**config.mk**
```make
export PLATFORM = sky130hd
export DESIGN_NAME = updown_sweep_ctrl_flat
export DESIGN_NICKNAME = d
export VERILOG_FILES = /design/src/rtl/updown_sweep_ctrl_if.sv /design/src/rtl/updown_sweep_ctrl.sv /design/src/flat_wrapper.sv
export SDC_FILE = /design/constraint.sdc
export NUM_CORES = 1
export LEC_CHECK = 0
export BUFFER_PORTS_ARGS = -buffer_cell sky130_fd_sc_hd__buf_4
export CAP_MARGIN = 20
export CORE_MARGIN = 1
export CORE_UTILIZATION = 45
export DETAILED_ROUTE_END_ITERATION = 8
export PLACE_DENSITY_LB_ADDON = 0.05
export SYNTH_ARGS = -nofsm -noshare
export SYNTH_HDL_FRONTEND = slang
export SYNTH_SLANG_ARGS = --single-unit
```
**constraint.sdc**
```tcl
create_clock -name clk -period 5.1 [get_ports clk]
set_input_delay 0.765 -clock clk [delete_from_list [all_inputs] [get_ports clk]]
set_output_delay 0.765 -clock clk [all_outputs]
set_load 0.005 [all_outputs]
```
**src/rtl/updown_sweep_ctrl_if.sv**
```systemverilog
// Bundle of control, limit, feedback and status signals for the sweep controller.
// master = the environment (stimulus + counter); slave = the controller.
interface updown_sweep_ctrl_if;
  logic       start;
  logic       abort;
  logic [7:0] lo_lim;
  logic [7:0] hi_lim;
  logic [3:0] n_sweeps;
  logic [7:0] count;
  logic       cnt_en;
  logic       cnt_dir;
  logic       cnt_clr;
  logic       busy;
  logic       done;
  logic       err;
  logic [3:0] sweep_cnt;

  modport master (
    output start, abort, lo_lim, hi_lim, n_sweeps, count,
    input  cnt_en, cnt_dir, cnt_clr, busy, done, err, sweep_cnt
  );

  modport slave (
    input  start, abort, lo_lim, hi_lim, n_sweeps, count,
    output cnt_en, cnt_dir, cnt_clr, busy, done, err, sweep_cnt
  );
endinterface

```
**src/rtl/updown_sweep_ctrl.sv**
```systemverilog
// Drives an external up/down counter in a triangle between latched lo/hi limits.
// Latency: outputs are Moore-decoded from state; err is registered one cycle after a rejected start.
// Flow control: start is accepted in IDLE only; abort returns to IDLE on the next edge.
module updown_sweep_ctrl (
  input  logic                  clk,
  input  logic                  rst,
  updown_sweep_ctrl_if.slave    bus
);

  typedef enum logic [2:0] {
    IDLE  = 3'd0,
    CLEAR = 3'd1,
    UP    = 3'd2,
    DOWN  = 3'd3,
    DONE  = 3'd4
  } state_t;

  state_t     state;
  state_t     state_nxt;
  logic [7:0] lo_q;
  logic [7:0] hi_q;
  logic [3:0] n_q;
  logic [3:0] sweep_q;
  logic       err_q;

  // Start request seen in IDLE; abort masks it. Limits checked on the live inputs.
  logic       start_req;
  logic       lim_ok;
  logic [7:0] hi_m1;
  logic [7:0] lo_p1;
  logic [3:0] sweep_inc;
  logic       at_top;
  logic       at_bottom;

  assign start_req = (state == IDLE) && bus.start && !bus.abort;
  assign lim_ok    = (bus.lo_lim < bus.hi_lim) && (bus.n_sweeps != 4'd0);
  // lo < hi is guaranteed for latched values, so neither of these can wrap.
  assign hi_m1     = hi_q - 8'd1;
  assign lo_p1     = lo_q + 8'd1;
  assign sweep_inc = sweep_q + 4'd1;
  // The counter reaches the turn-around value on the same edge the state flips.
  assign at_top    = (bus.count == hi_m1);
  assign at_bottom = (bus.count == lo_p1);

  // State register.
  always_ff @(posedge clk or posedge rst) begin
    if (rst) state <= IDLE;
    else     state <= state_nxt;
  end

  // Next-state logic; abort overrides every other transition.
  always_comb begin
    state_nxt = state;
    if (bus.abort && state != IDLE) begin
      state_nxt = IDLE;
    end else begin
      case (state)
        IDLE:    if (start_req && lim_ok) state_nxt = CLEAR;
        CLEAR:   state_nxt = UP;
        UP:      if (at_top) state_nxt = DOWN;
        DOWN:    if (at_bottom) state_nxt = (sweep_inc == n_q) ? DONE : UP;
        DONE:    state_nxt = IDLE;
        default: state_nxt = IDLE;
      endcase
    end
  end

  // Limit latch, sweep counter and rejected-start pulse.
  always_ff @(posedge clk or posedge rst) begin
    if (rst) begin
      lo_q    <= 8'd0;
      hi_q    <= 8'd0;
      n_q     <= 4'd0;
      sweep_q <= 4'd0;
      err_q   <= 1'b0;
    end else begin
      err_q <= start_req && !lim_ok;
      if (start_req && lim_ok) begin
        lo_q    <= bus.lo_lim;
        hi_q    <= bus.hi_lim;
        n_q     <= bus.n_sweeps;
        sweep_q <= 4'd0;
      end else if (state == DOWN && !bus.abort && at_bottom) begin
        sweep_q <= sweep_inc;
      end
    end
  end

  // Moore output decode from state.
  always_comb begin
    bus.cnt_en  = 1'b0;
    bus.cnt_dir = 1'b0;
    bus.cnt_clr = 1'b0;
    bus.busy    = 1'b0;
    bus.done    = 1'b0;
    case (state)
      CLEAR: begin
        bus.cnt_clr = 1'b1;
        bus.busy    = 1'b1;
      end
      UP: begin
        bus.cnt_en = 1'b1;
        bus.busy   = 1'b1;
      end
      DOWN: begin
        bus.cnt_en  = 1'b1;
        bus.cnt_dir = 1'b1;
        bus.busy    = 1'b1;
      end
      DONE: begin
        bus.done = 1'b1;
        bus.busy = 1'b1;
      end
      default: ;
    endcase
  end

  assign bus.err       = err_q;
  assign bus.sweep_cnt = sweep_q;

endmodule

```
**src/flat_wrapper.sv**
```systemverilog
// flat-port wrapper written by rule: the top's interface ports become plain ports
module updown_sweep_ctrl_flat 
  (clk, rst, bus_start, bus_abort, bus_lo_lim, bus_hi_lim, bus_n_sweeps, bus_count, bus_cnt_en, bus_cnt_dir, bus_cnt_clr, bus_busy, bus_done, bus_err, bus_sweep_cnt);
  updown_sweep_ctrl_if bus_i ();
  input  logic clk;
  input  logic rst;
  input wire logic [$bits(bus_i.start)-1:0] bus_start;
  input wire logic [$bits(bus_i.abort)-1:0] bus_abort;
  input wire logic [$bits(bus_i.lo_lim)-1:0] bus_lo_lim;
  input wire logic [$bits(bus_i.hi_lim)-1:0] bus_hi_lim;
  input wire logic [$bits(bus_i.n_sweeps)-1:0] bus_n_sweeps;
  input wire logic [$bits(bus_i.count)-1:0] bus_count;
  output wire logic [$bits(bus_i.cnt_en)-1:0] bus_cnt_en;
  output wire logic [$bits(bus_i.cnt_dir)-1:0] bus_cnt_dir;
  output wire logic [$bits(bus_i.cnt_clr)-1:0] bus_cnt_clr;
  output wire logic [$bits(bus_i.busy)-1:0] bus_busy;
  output wire logic [$bits(bus_i.done)-1:0] bus_done;
  output wire logic [$bits(bus_i.err)-1:0] bus_err;
  output wire logic [$bits(bus_i.sweep_cnt)-1:0] bus_sweep_cnt;
  assign bus_i.start = bus_start;
  assign bus_i.abort = bus_abort;
  assign bus_i.lo_lim = bus_lo_lim;
  assign bus_i.hi_lim = bus_hi_lim;
  assign bus_i.n_sweeps = bus_n_sweeps;
  assign bus_i.count = bus_count;
  assign bus_cnt_en = bus_i.cnt_en;
  assign bus_cnt_dir = bus_i.cnt_dir;
  assign bus_cnt_clr = bus_i.cnt_clr;
  assign bus_busy = bus_i.busy;
  assign bus_done = bus_i.done;
  assign bus_err = bus_i.err;
  assign bus_sweep_cnt = bus_i.sweep_cnt;
  updown_sweep_ctrl u_core (.clk(clk), .rst(rst), .bus(bus_i));
endmodule
```
== Word-level counts from Yosys, hierarchy flattened ==
Cells that the tools add are included.
Word-level totals
  bits of input ports: 32
  output and inout port bits: 10
  word-level logic and storage cells: 50
  register bits: 28
Cells by class
  equality and inequality tests: 10
  mux-type cells: 13
  reduce and logical (&&, ||, !) cells: 17
  $lt $le $gt $ge: 1
  add/sub/neg operators: 3
Operators with widths (number)
  $eq 8x8->1: 2
  $mux 3: 5
  $pmux 3 s4: 1
  $add 8x1->8 const B: 1
  $logic_and 1x1->1: 8
  $lt 8x8->1: 1
  $mux 4: 2
  $sub 8x1->8 const B: 1
  $eq 3x2->1 const B: 2
  $ne 3x1->1 const B: 2
  $mux 1: 5
  $add 4x1->4 const B: 1
  $eq 4x4->1: 1
  $reduce_bool 4->1: 1
  $reduce_or 4->1: 1
  $eq 3x1->1 const B: 1
  $eq 3x3->1 const B: 1
  $logic_not 3->1: 1
  $ne 3x3->1 const B: 1
  $reduce_and 3->1: 1
  $reduce_bool 3->1: 1
  $logic_not 1->1: 2
  $reduce_bool 2->1: 1
  $reduce_or 2->1: 1

== Logic depth before layout (Yosys ltp) ==
Gate-level depths: netlist of the first run.
  depth after elaboration: 7
  mapped depth: 9
  mapped depth without buffers: 8

== Least setup slack after synthesis of the first run ==
Ideal clock, no wire load.
  path kind: input -> register
  start point: input bus_hi_lim[5]
  end point: register u_core.hi_q[0]
  buffers on the path: 1
  stages on the path: 8
  data required time: 4.975 ns
  path slack: 2.649 ns
  arrival: 2.326 ns
  setup time: 0.125 ns
  cell sequence: inv_1 -> ha_1 -> a21o_1 -> a21oi_1 -> o211ai_1 -> a21oi_2 -> buf_2 -> mux2_2
Between the ends
  cells in the longest elaborated chain, start to end: 3
Ends and longest elaborated chain
  start: declaration: line flat_wrapper.sv:10  | input wire logic [$bits(bus_i.hi_lim)-1:0] bus_hi_lim;
  $lt 8x8->1: line updown_sweep_ctrl.sv:36  | assign lim_ok = (bus.lo_lim < bus.hi_lim) && (bus.n_sweeps != 4'd0);
  $logic_and 1x1->1: line updown_sweep_ctrl.sv:36
  $logic_and 1x1->1: line updown_sweep_ctrl.sv:78  | if (start_req && lim_ok) begin
  end signal: assignment: line updown_sweep_ctrl.sv:80  | hi_q <= bus.hi_lim;
  end: declaration: line updown_sweep_ctrl.sv:21  | logic [7:0] hi_q;
Every way passes these cells.
A chain may end at the register's enable or synchronous reset.

== Worst setup path after layout of the first run ==
  start point: input bus_hi_lim[5]
  end point: register u_core.lo_q[4]
Between the ends
  cells in the longest elaborated chain, start to end: 3
Ends and longest elaborated chain
  $lt 8x8->1: line updown_sweep_ctrl.sv:36
  $logic_and 1x1->1: line updown_sweep_ctrl.sv:36
  $logic_and 1x1->1: line updown_sweep_ctrl.sv:78
  end signal: assignment: line updown_sweep_ctrl.sv:79  | lo_q <= bus.lo_lim;
  end: declaration: line updown_sweep_ctrl.sv:20  | logic [7:0] lo_q;
Every way passes these cells.

==> impl_metrics.ini, run 1 <==
[logic_synthesis]
synth_edf_count = 0
yosysTopAreaCell = dfrtp_1
synth.net_count = 242
yosys-top-cells-area = dfrtp_1 (35%), mux2_2 (11%), ha_1 (6.3%)
ys_seq_area_share_pct = 35.42
synth_seq_cells = 28
syn-instance-count = 200
synthArstFlopShare_pct = 100.0
synth_flop_cell = dfrtp_1
synth_cell_types = 50
yosysWarnings = 0
syn_area_per_cell_um2 = 9.891
netlist_top_cells_count = dfrtp_1 (28), mux2_2 (19), inv_1 (14), xnor2_1 (12)
yosys.cell_count.top_type = dfrtp_1
synth.top_cell.area_share_pct = 35.42
synth_area_mm2 = 0.001978

[global_routing]
grt_use_met1_pct = 30.48
grt-busiest-layer = met2
met3_usage_pct = 3.167
gr-usage-all-layers_pct = 21.73
gr-total-overflow = 0
antenna_found_initial = 0
grt_pass1_vias = 1611
grt_max_degree = 29
grt_use_met2_pct = 34.31
grt_pass1_wl_um = 7514

[clock_tree]
clk_latency_ns = 0.27
postCtsHoldBufs = 0
htree_num_levels = 1
ctsRootBufferMaster = clkbuf_8
cts_setup_buffers = 0
cts-resized-gates = 0
cts-buffers-inserted = 3
cts_tree = built
ctsLongestPathBuffers = 2
cts.sinks = 28
path_clk_slew_ns = 0.09

[cells_and_area]
fin_cells = 294
n_antenna_cell = 0
nNetsFinal = 287
drive_gt1_share_pct = 29.51
design_area_mm2 = 0.002421
synthToLayoutAreaGrowth_pct = 22.39

[placed_design]
portBuffers = 41
place_inst = 289
gp_congestion = 0.8333
placed_cell_area_mm2 = 0.002338
pre_cts_ws_ns = 2.194
dp_hpwl_um = 3696

[routing]
viasPerCell = 5.599
wirelength_um = 4571
post-route-drc-count = 0
num_vias = 1646
ant_nets = 0
drt_iter0_markers = 61
dr.pass1.iters = 4
routedWlPerCell_um = 15.55

[critical_path]
crit_required_ns = 5.26
start_kind = input pin
slowest_stage = a21oi_2
end_kind = flop
critPathTopFamily = compound AO/OA/AOI/OAI gates
crit_buf_inv = 3
max_stage_delay_ns = 0.47
cp-startpoint = bus_hi_lim[5]
crit_chain = buf_4 > inv_1 > ha_1 > a21o_1 > a21oi_1 > o211ai_1 > a21oi_2 > buf_4 > mux2_2
arrival_ns = 2.78
crit_type = in -> reg
path_common_cell = buf_4
reg2reg_from = u_core.lo_q[0]$_DFFE_PP0P_
worstPathMaxFanout = 14

[sta]
hold_viol_final = 0
rsz0062_at_grt = no
worstMarginPinSlew_ns = 0.5992
period_minus_slack_ns = 2.620
period_share_pct = 51.36
setup_viol = 0
fmax_mhz = 381.7
finalSetupTns_ns = 0
fin_worst_skew_ns = 0.006435
layout_setup_ws_ns = 2.480
maxSlewViolCount = 0
relSlewSlack_pct = 60.05

[pwr]
leakage_nw = 1.073
p_per_area_mw_per_mm2 = 433.4
power_mw = 1.049
vdd_drop_max_mv = 0.3036

[die]
die_w_um = 68.30
die_area_mm2 = 0.004665
rows = 23
initial_core_util_pct = 48.07
core_area_mm2 = 0.004115
num_io_pins = 42
dieHeight_um = 68.30

[run_status]
run_status = finished, final reports clean

[worst_hold_path]
min_path_type = in -> async

[run]
max_cap_viol_count = 0
-- path summary, 6_finish.rpt --
check	end	slack, ns	cells past startpoint
worst max-delay path	u_core.lo_q[4]$_DFFE_PP0P_	2.48	9
worst min-delay path	u_core.n_q[0]$_DFFE_PP0P_	0.50	2
worst max register to register	u_core.bus.sweep_cnt[2]$_DFFE_PP0P_	2.64	7
worst min register to register	u_core.lo_q[7]$_DFFE_PP0P_	0.54	1
max in group asynchronous	u_core.hi_q[1]$_DFFE_PP0P_	4.13	3
min in group clk	u_core.lo_q[7]$_DFFE_PP0P_	0.54	1
-- cells by family (layout without fill, tap and decap cells) --
group	count (synthesis)	in the layout	share of synthesized area [%]
flip-flops	28	28	35.42
multiplexers	20	20	11.32
XOR/XNOR	23	23	10.18
AND/OR/NAND/NOR	62	62	19.92
buffers and inverters	17	61	3.542
AO/OA/AOI/OAI	40	40	13.28
adder cells (fa/ha/maj)	10	10	6.325
-- routing by layer --
| metal | vias to the layer above | share of wire, % | routed length (µm) |
|---|---|---|---|
| li1 | 824 | - | - |
| met1 | 782 | 48 | 2200 |
| met2 | 36 | 47 | 2170 |
| met3 | 4 | 3.5 | 162 |
| met4 | 0 | 0.83 | 38 |
| met5 | - | 0 | 0 |
-- final cells by class --
class	count	area, µm²
Fill cell	350	1694
Multi-Input combinational cell	155	1207
Sequential cell	28	700.7
Timing Repair Buffer	43	342.8
Tap cell	50	62.56
Clock buffer	4	55.05
Inverter	14	52.55
-- flip-flops by register name, indices dropped and copies added, names as in the netlist --
| name | cells |
|---|---|
| u_core.hi_q | 8 |
| u_core.lo_q | 8 |
| u_core.bus.sweep_cnt | 4 |
| u_core.n_q | 4 |
| u_core.state | 3 |
| u_core.bus.err | 1 |
-- placed cells by master, fill, tap and decap left out, types with 2 or more instances in the layout --
cell,instances
nor3b_1,2
xnor2_1,12
clkbuf_8,4
buf_4,42
mux2_2,19
dfrtp_1,28
or3_1,2
or4_1,3
nor2_1,11
inv_1,14
or4b_1,2
and4_1,2
o31ai_1,2
and3_1,2
nand2b_1,4
xor2_1,11
a21oi_1,11
nand3_1,6
ha_1,10
o21ai_0,9
nand4_1,4
nand2_1,5
o211ai_1,3
nor3_1,3
nor2b_1,7
-- through the flow --
stage	hold slack (ns)	util (%)
finish	0.5035	58.83
global route	0.5209	58.83
CTS	0.5456	58.16
detailed placement	0.5229	56.83
global placement	0.5157	56.83
floorplan	0.5008	-
-- where the power goes --
group,switching (mW),total [mW],internal (mW)
combinational,0.226,0.474,0.248
clock,0.0653,0.134,0.0691
sequential,0.131,0.441,0.310
No activity file was read; power rests on OpenSTA's default activity.
==> inputs of run 2 (changes only) <==
Settings changed: ABC_AREA set to 1.
Clock period 5.1 ns to 2.6 ns, I/O delays scaled along.
==> run 2 against run 1 <==
Combinational power grew 140%. Clock power up 73%. Non-clock buffer count rose by 2. Critical path depth decreased by 3. Sequential power increased by 83%. Clock skew fell by 0.00068 ns. Core utilization decreased by 1.4 points. Worst setup slack got worse by 1.8 ns. Critical endpoint is now bus_busy. Highest routed layer unchanged.
==> impl_metrics.ini, run 2 <==
[sta]
relSlewSlack_pct = 76.29
hold_viol_final = 0
rsz0062_at_grt = no
timing.hold.ws_ns = 0.1823
worstMarginPinSlew_ns = 0.3556
maxSlewViolCount = 0
period_share_pct = 73.59
finalSetupTns_ns = 0
setup_viol = 0
layout_setup_ws_ns = 0.6867
fin_worst_skew_ns = 0.005751
fmax_mhz = 522.6
period_minus_slack_ns = 1.913

[critical_path]
end_kind = primary output
start_kind = flop
worst-path-stages = 6
worstRegToRegCells = 11
crit_buf_inv = 2
worstPathMaxFanout = 6
max_stage_delay_ns = 0.47
crit_chain = nand2_1 > nor2_1 > inv_1 > nand2_1 > or3_1 > buf_4
slowest_stage = dfrtp_1
crit_required_ns = 2.21
path_common_cell = nand2_1
critPathTopFamily = simple AND/OR/NAND/NOR gates
arrival_ns = 1.52
crit_type = reg -> out

[pwr]
seqPwrFrac_pct = 36.9
leakage_nw = 1.478
power_mw = 2.180
clockPowerShare_pct = 10.7
switchingPower_mw = 0.9808
p_comb_share_pct = 52.4
vdd_drop_max_mv = 0.3883
swShare_pct = 44.98
p_int_mw = 1.200
p_per_area_mw_per_mm2 = 848.0

[clock_tree]
htree_num_levels = 1
cts-buffers-inserted = 3
clk_latency_ns = 0.27
path_clk_slew_ns = 0.09
cts.sinks = 28
postCtsHoldBufs = 0
cts_tree = built
cts-resized-gates = 0
ctsRootBufferMaster = clkbuf_8
cts_setup_buffers = 0
ctsLongestPathBuffers = 2

[logic_synthesis]
synth_edf_count = 0
synth_cell_types = 26
ys_seq_area_share_pct = 32.63
synth.top_cell.area_share_pct = 32.63
yosysTopAreaCell = dfrtp_1
netlist_top_cells_count = nand2_1 (96), inv_1 (51), dfrtp_1 (28), nor2_1 (23), nand3_1 (21)
syn_area_per_cell_um2 = 6.904
synthArstFlopShare_pct = 100.0
yosys-top-cells-area = dfrtp_1 (33%), nand2_1 (17%), inv_1 (8.9%)
synth_flop_cell = dfrtp_1
synth.net_count = 353
syn-instance-count = 311
yosys.cell_count.top_type = nand2_1
yosysWarnings = 0
synth_area_mm2 = 0.002147
synth_seq_cells = 28

[routing]
drt_iter0_markers = 87
num_vias = 1953
dr_wl_met2_um = 1880
routed.top_layer = met4
viasPerCell = 4.799
dr_wl_met3_um = 156
wirelength_um = 4544
met1Wirelength_um = 2481
ant_nets = 0
dr.pass1.iters = 6
routedWlPerCell_um = 11.16
post-route-drc-count = 0

[die]
rows = 24
die_w_um = 71.08
die_area_mm2 = 0.005052
dieHeight_um = 71.08
core_area_mm2 = 0.004474
initial_core_util_pct = 47.99
num_io_pins = 42

[placed_design]
dp_hpwl_um = 3814
gp_congestion = 0.8502
portBuffers = 41
pre_cts_ws_ns = 0.5782

[cells_and_area]
n_antenna_cell = 0
fillers = 460
final_common_cell = nand2_1
reg.largest.list = u_core.hi_q x8, u_core.lo_q x8
nNetsFinal = 399
seq_area_um2 = 700.7
final_cell_mix = nand2_1 (96), inv_1 (51), buf_4 (45)
synthToLayoutAreaGrowth_pct = 19.76
drive_gt1_share_pct = 19.44
multi_input_area_mm2 = 0.001220

[global_routing]
antenna_found_initial = 0
grt_pass1_vias = 1822
gr-usage-all-layers_pct = 20.19
grt_pass1_wl_um = 8038
grt_max_degree = 29
gr-total-overflow = 0

[worst_hold_path]
min_path_type = in -> async

[run_status]
run_status = finished, final reports clean

[run]
max_cap_viol_count = 0
## run 2: changes by cell type after synthesis, sizes merged, moves of 3 or more
cell,before,now
o21ai,10,18
nor3,5,1
nand4,5,10
nand2b,4,0
a21oi,12,8
nand3,7,21
nor2b,7,0
nand2,5,99
xnor2,12,7
or4,3,0
inv,14,55
nor2,11,31
mux2,19,3
## run 2: area by class of cell
type | instances | share of cell area [%]
inverter | 55 | 8.029
sequential | 28 | 27.25
timing repair buffer | 45 | 13.14
tap | 52 | 2.530
multi-input combinational | 224 | 47.45
clock buffer | 3 | 1.606
## run 2: final timing paths
kind	slack, ns	from	endpoint
min	0.18	rst	u_core.bus.sweep_cnt[1]$_DFFE_PP0P_
max reg2reg	0.69	u_core.lo_q[0]$_DFFE_PP0P_	u_core.bus.sweep_cnt[0]$_DFFE_PP0P_
min in group clk	0.36	bus_lo_lim[3]	u_core.lo_q[3]$_DFFE_PP0P_
max	0.69	u_core.state[1]$_DFFE_PP0P_	bus_busy
min reg2reg	0.51	u_core.n_q[0]$_DFFE_PP0P_	u_core.n_q[0]$_DFFE_PP0P_
max in group asynchronous	2.15	rst	u_core.lo_q[0]$_DFFE_PP0P_
## run 2: power groups by stage
stage          sequential (mW)  clock [mW]  combinational (mW)
2_1_floorplan            0.751           0               0.904
3_3_place_gp             0.811           0                1.13
3_5_place_dp             0.815           0                1.15
4_1_cts                  0.806       0.242                1.15
5_1_grt                  0.837       0.256                1.34
6_report                 0.805       0.232                1.14
## run 2: cells by family after synthesis
family / Yosys count / share of synthesized area (%)
AND/OR/NAND/NOR: 166 / 35.61
AO/OA/AOI/OAI: 29 / 7.284
multiplexers: 3 / 1.573
adder cells (fa/ha/maj): 10 / 5.828
buffers and inverters: 59 / 10.55
XOR/XNOR: 16 / 6.527
flip-flops: 28 / 32.63
## run 2: per-stage QoR
stage / instances / instance area, µm² / utilization [%]
floorplan: 311 / 2147 / -
global placement: 404 / 2530 / 56.54
detailed placement: 404 / 2530 / 56.54
CTS: 407 / 2571 / 57.47
global route: 407 / 2571 / 57.47
finish: 407 / 2571 / 57.47
## run 2: tightest hold or removal path, stage by stage
cell and delay, ns:
buf_4 0.11, inv_1 0.04, buf_4 0.33
## run 2: metal layers
metal	track usage [%]	vias up
met4	4.667	0
met5	0	-
li1	-	1065
met3	2.137	2
met1	30.89	848
met2	30.66	38
==> inputs of run 3 (changes only) <==
Clock period 2.6 ns to 1.9 ns, I/O delays scaled along.
==> run 3 against run 2 <==
Final cell count rose by 1.5%. Register-to-register slack got worse by 0.46 ns. Worst setup slack lost 0.58 ns. Largest cell class unchanged.
==> impl_metrics.ini, run 3 (synthesis gave the netlist of run 2 again) <==
[sta]
period_minus_slack_ns = 1.792
setup_viol = 0
relSlewSlack_pct = 76.46
maxSlewViolCount = 0
timing.hold.ws_ns = 0.06598
worstMarginPinSlew_ns = 0.3531
finalSetupTns_ns = 0
rsz0062_at_grt = no
period_share_pct = 94.34
fmax_mhz = 557.9
fin_worst_skew_ns = 0.009442
hold_viol_final = 0

[die]
die_w_um = 71.08
core_area_mm2 = 0.004474
num_io_pins = 42
initial_core_util_pct = 47.99
rows = 24
die_area_mm2 = 0.005052
dieHeight_um = 71.08

[pwr]
seqPwrFrac_pct = 35.2
p_per_area_mw_per_mm2 = 1171
switchingPower_mw = 1.357
leakage_nw = 1.505
p_int_mw = 1.715
clockPowerShare_pct = 10.2
p_comb_share_pct = 54.6
vdd_drop_max_mv = 0.4695
swShare_pct = 44.17

[critical_path]
end_kind = primary output
slowest_stage = dfrtp_1
worstPathMaxFanout = 6
start_kind = flop
crit_required_ns = 1.62
crit_chain = nand2_1 > nor2_1 > inv_1 > nand2_1 > or3_1 > buf_4
max_stage_delay_ns = 0.46
path_common_cell = nand2_1
arrival_ns = 1.51
worstRegToRegCells = 11
crit_type = reg -> out

[clock_tree]
ctsLongestPathBuffers = 2
cts_tree = built
path_clk_slew_ns = 0.09
postCtsHoldBufs = 0
htree_num_levels = 1
ctsRootBufferMaster = clkbuf_8
cts-buffers-inserted = 3
clk_latency_ns = 0.27
cts.sinks = 28

[worst_hold_path]
min_path_type = in -> async

[routing]
ant_nets = 0
routedWlPerCell_um = 11.15
viasPerCell = 4.814
post-route-drc-count = 0
num_vias = 1988
drt_iter0_markers = 87
dr.pass1.iters = 6
wirelength_um = 4606

[cells_and_area]
final_common_cell = nand2_1
final_cell_mix = nand2_1 (96), inv_1 (51), buf_4 (51)
drive_gt1_share_pct = 21.61
synthToLayoutAreaGrowth_pct = 22.26
nNetsFinal = 405
n_antenna_cell = 0
reg.largest.list = u_core.hi_q x8, u_core.lo_q x8

[global_routing]
gr-total-overflow = 0
antenna_found_initial = 0
grt_pass1_vias = 1862
gr-usage-all-layers_pct = 20.41
grt_max_degree = 29
grt_pass1_wl_um = 8100

[placed_design]
dp_hpwl_um = 3842
portBuffers = 41
gp_congestion = 0.8442

[run]
max_cap_viol_count = 0

[run_status]
run_status = finished, final reports clean
-- run 3: cell types whose count changed in the layout (fill, tap and decap cells not counted) --
cell and delta:
buf_4 +6, dfrtp_1 -1, dfrtp_2 +1, ha_1 -1, ha_2 +1, nand3_1 -1
nand3_2 +1
-- run 3: layer usage --
metal	wire, µm	GRT usage, %	vias up
met4	46	5.333	0
met5	0	0	-
li1	-	-	1072
met1	2467	29.29	877
met2	1961	32.59	35
met3	129	2.707	4
-- run 3: worst paths after layout --
path,start,to,slack [ns]
worst max-delay path,u_core.state[1]$_DFFE_PP0P_,bus_busy,0.11
worst min-delay path,rst,u_core.bus.sweep_cnt[1]$_DFFE_PP0P_,0.07
worst max register to register,u_core.lo_q[1]$_DFFE_PP0P_,u_core.bus.sweep_cnt[3]$_DFFE_PP0P_,0.23
worst min register to register,u_core.n_q[0]$_DFFE_PP0P_,u_core.n_q[0]$_DFFE_PP0P_,0.51
max in group asynchronous,rst,u_core.state[0]$_DFFE_PP0P_,1.56
min in group clk,bus_lo_lim[3],u_core.lo_q[3]$_DFFE_PP0P_,0.26
-- run 3: metrics by stage --
step / total power, mW / utilization, % / setup slack, ns / cell area, µm² / instances
floorplan: 2.265 / - / 0.2961 / 2147 / 311
global placement: 2.695 / 57.21 / 0.1636 / 2560 / 408
detailed placement: 2.728 / 57.21 / 0.08413 / 2560 / 408
CTS: 3.052 / 58.14 / 0.08675 / 2601 / 411
global route: 3.411 / 58.67 / 0.002282 / 2625 / 413
finish: 3.073 / 58.67 / 0.1075 / 2625 / 413
-- run 3: timing repair --
action,CTS,global route
gates resized for setup,0,3
buffers inserted,0,2
endpoints found under the setup margin,0,6
endpoints found under the hold margin,0,0
-- run 3: cell type report --
type	count	area (µm²)
clock buffer	3	41.29
fill	468	1849
inverter	55	206.4
multi-input combinational	224	1227
sequential	28	701.9
tap	52	65.06
timing repair buffer	51	382.9
-- run 3: power groups by stage --
stage | sequential (mW) | combinational [mW] | clock [mW]
finish | 1.08 | 1.68 | 0.313
global route | 1.12 | 1.94 | 0.348
CTS | 1.08 | 1.64 | 0.329
detailed placement | 1.09 | 1.64 | 0
global placement | 1.09 | 1.60 | 0
floorplan | 1.03 | 1.24 | 0
-- run 3: worst max-delay path, delay by kind of cell, from the launching register on --
family	cells	cell delay, ns
AND/OR/NAND/NOR	4	0.53
flip-flops	1	0.46
buffers and inverters	2	0.25
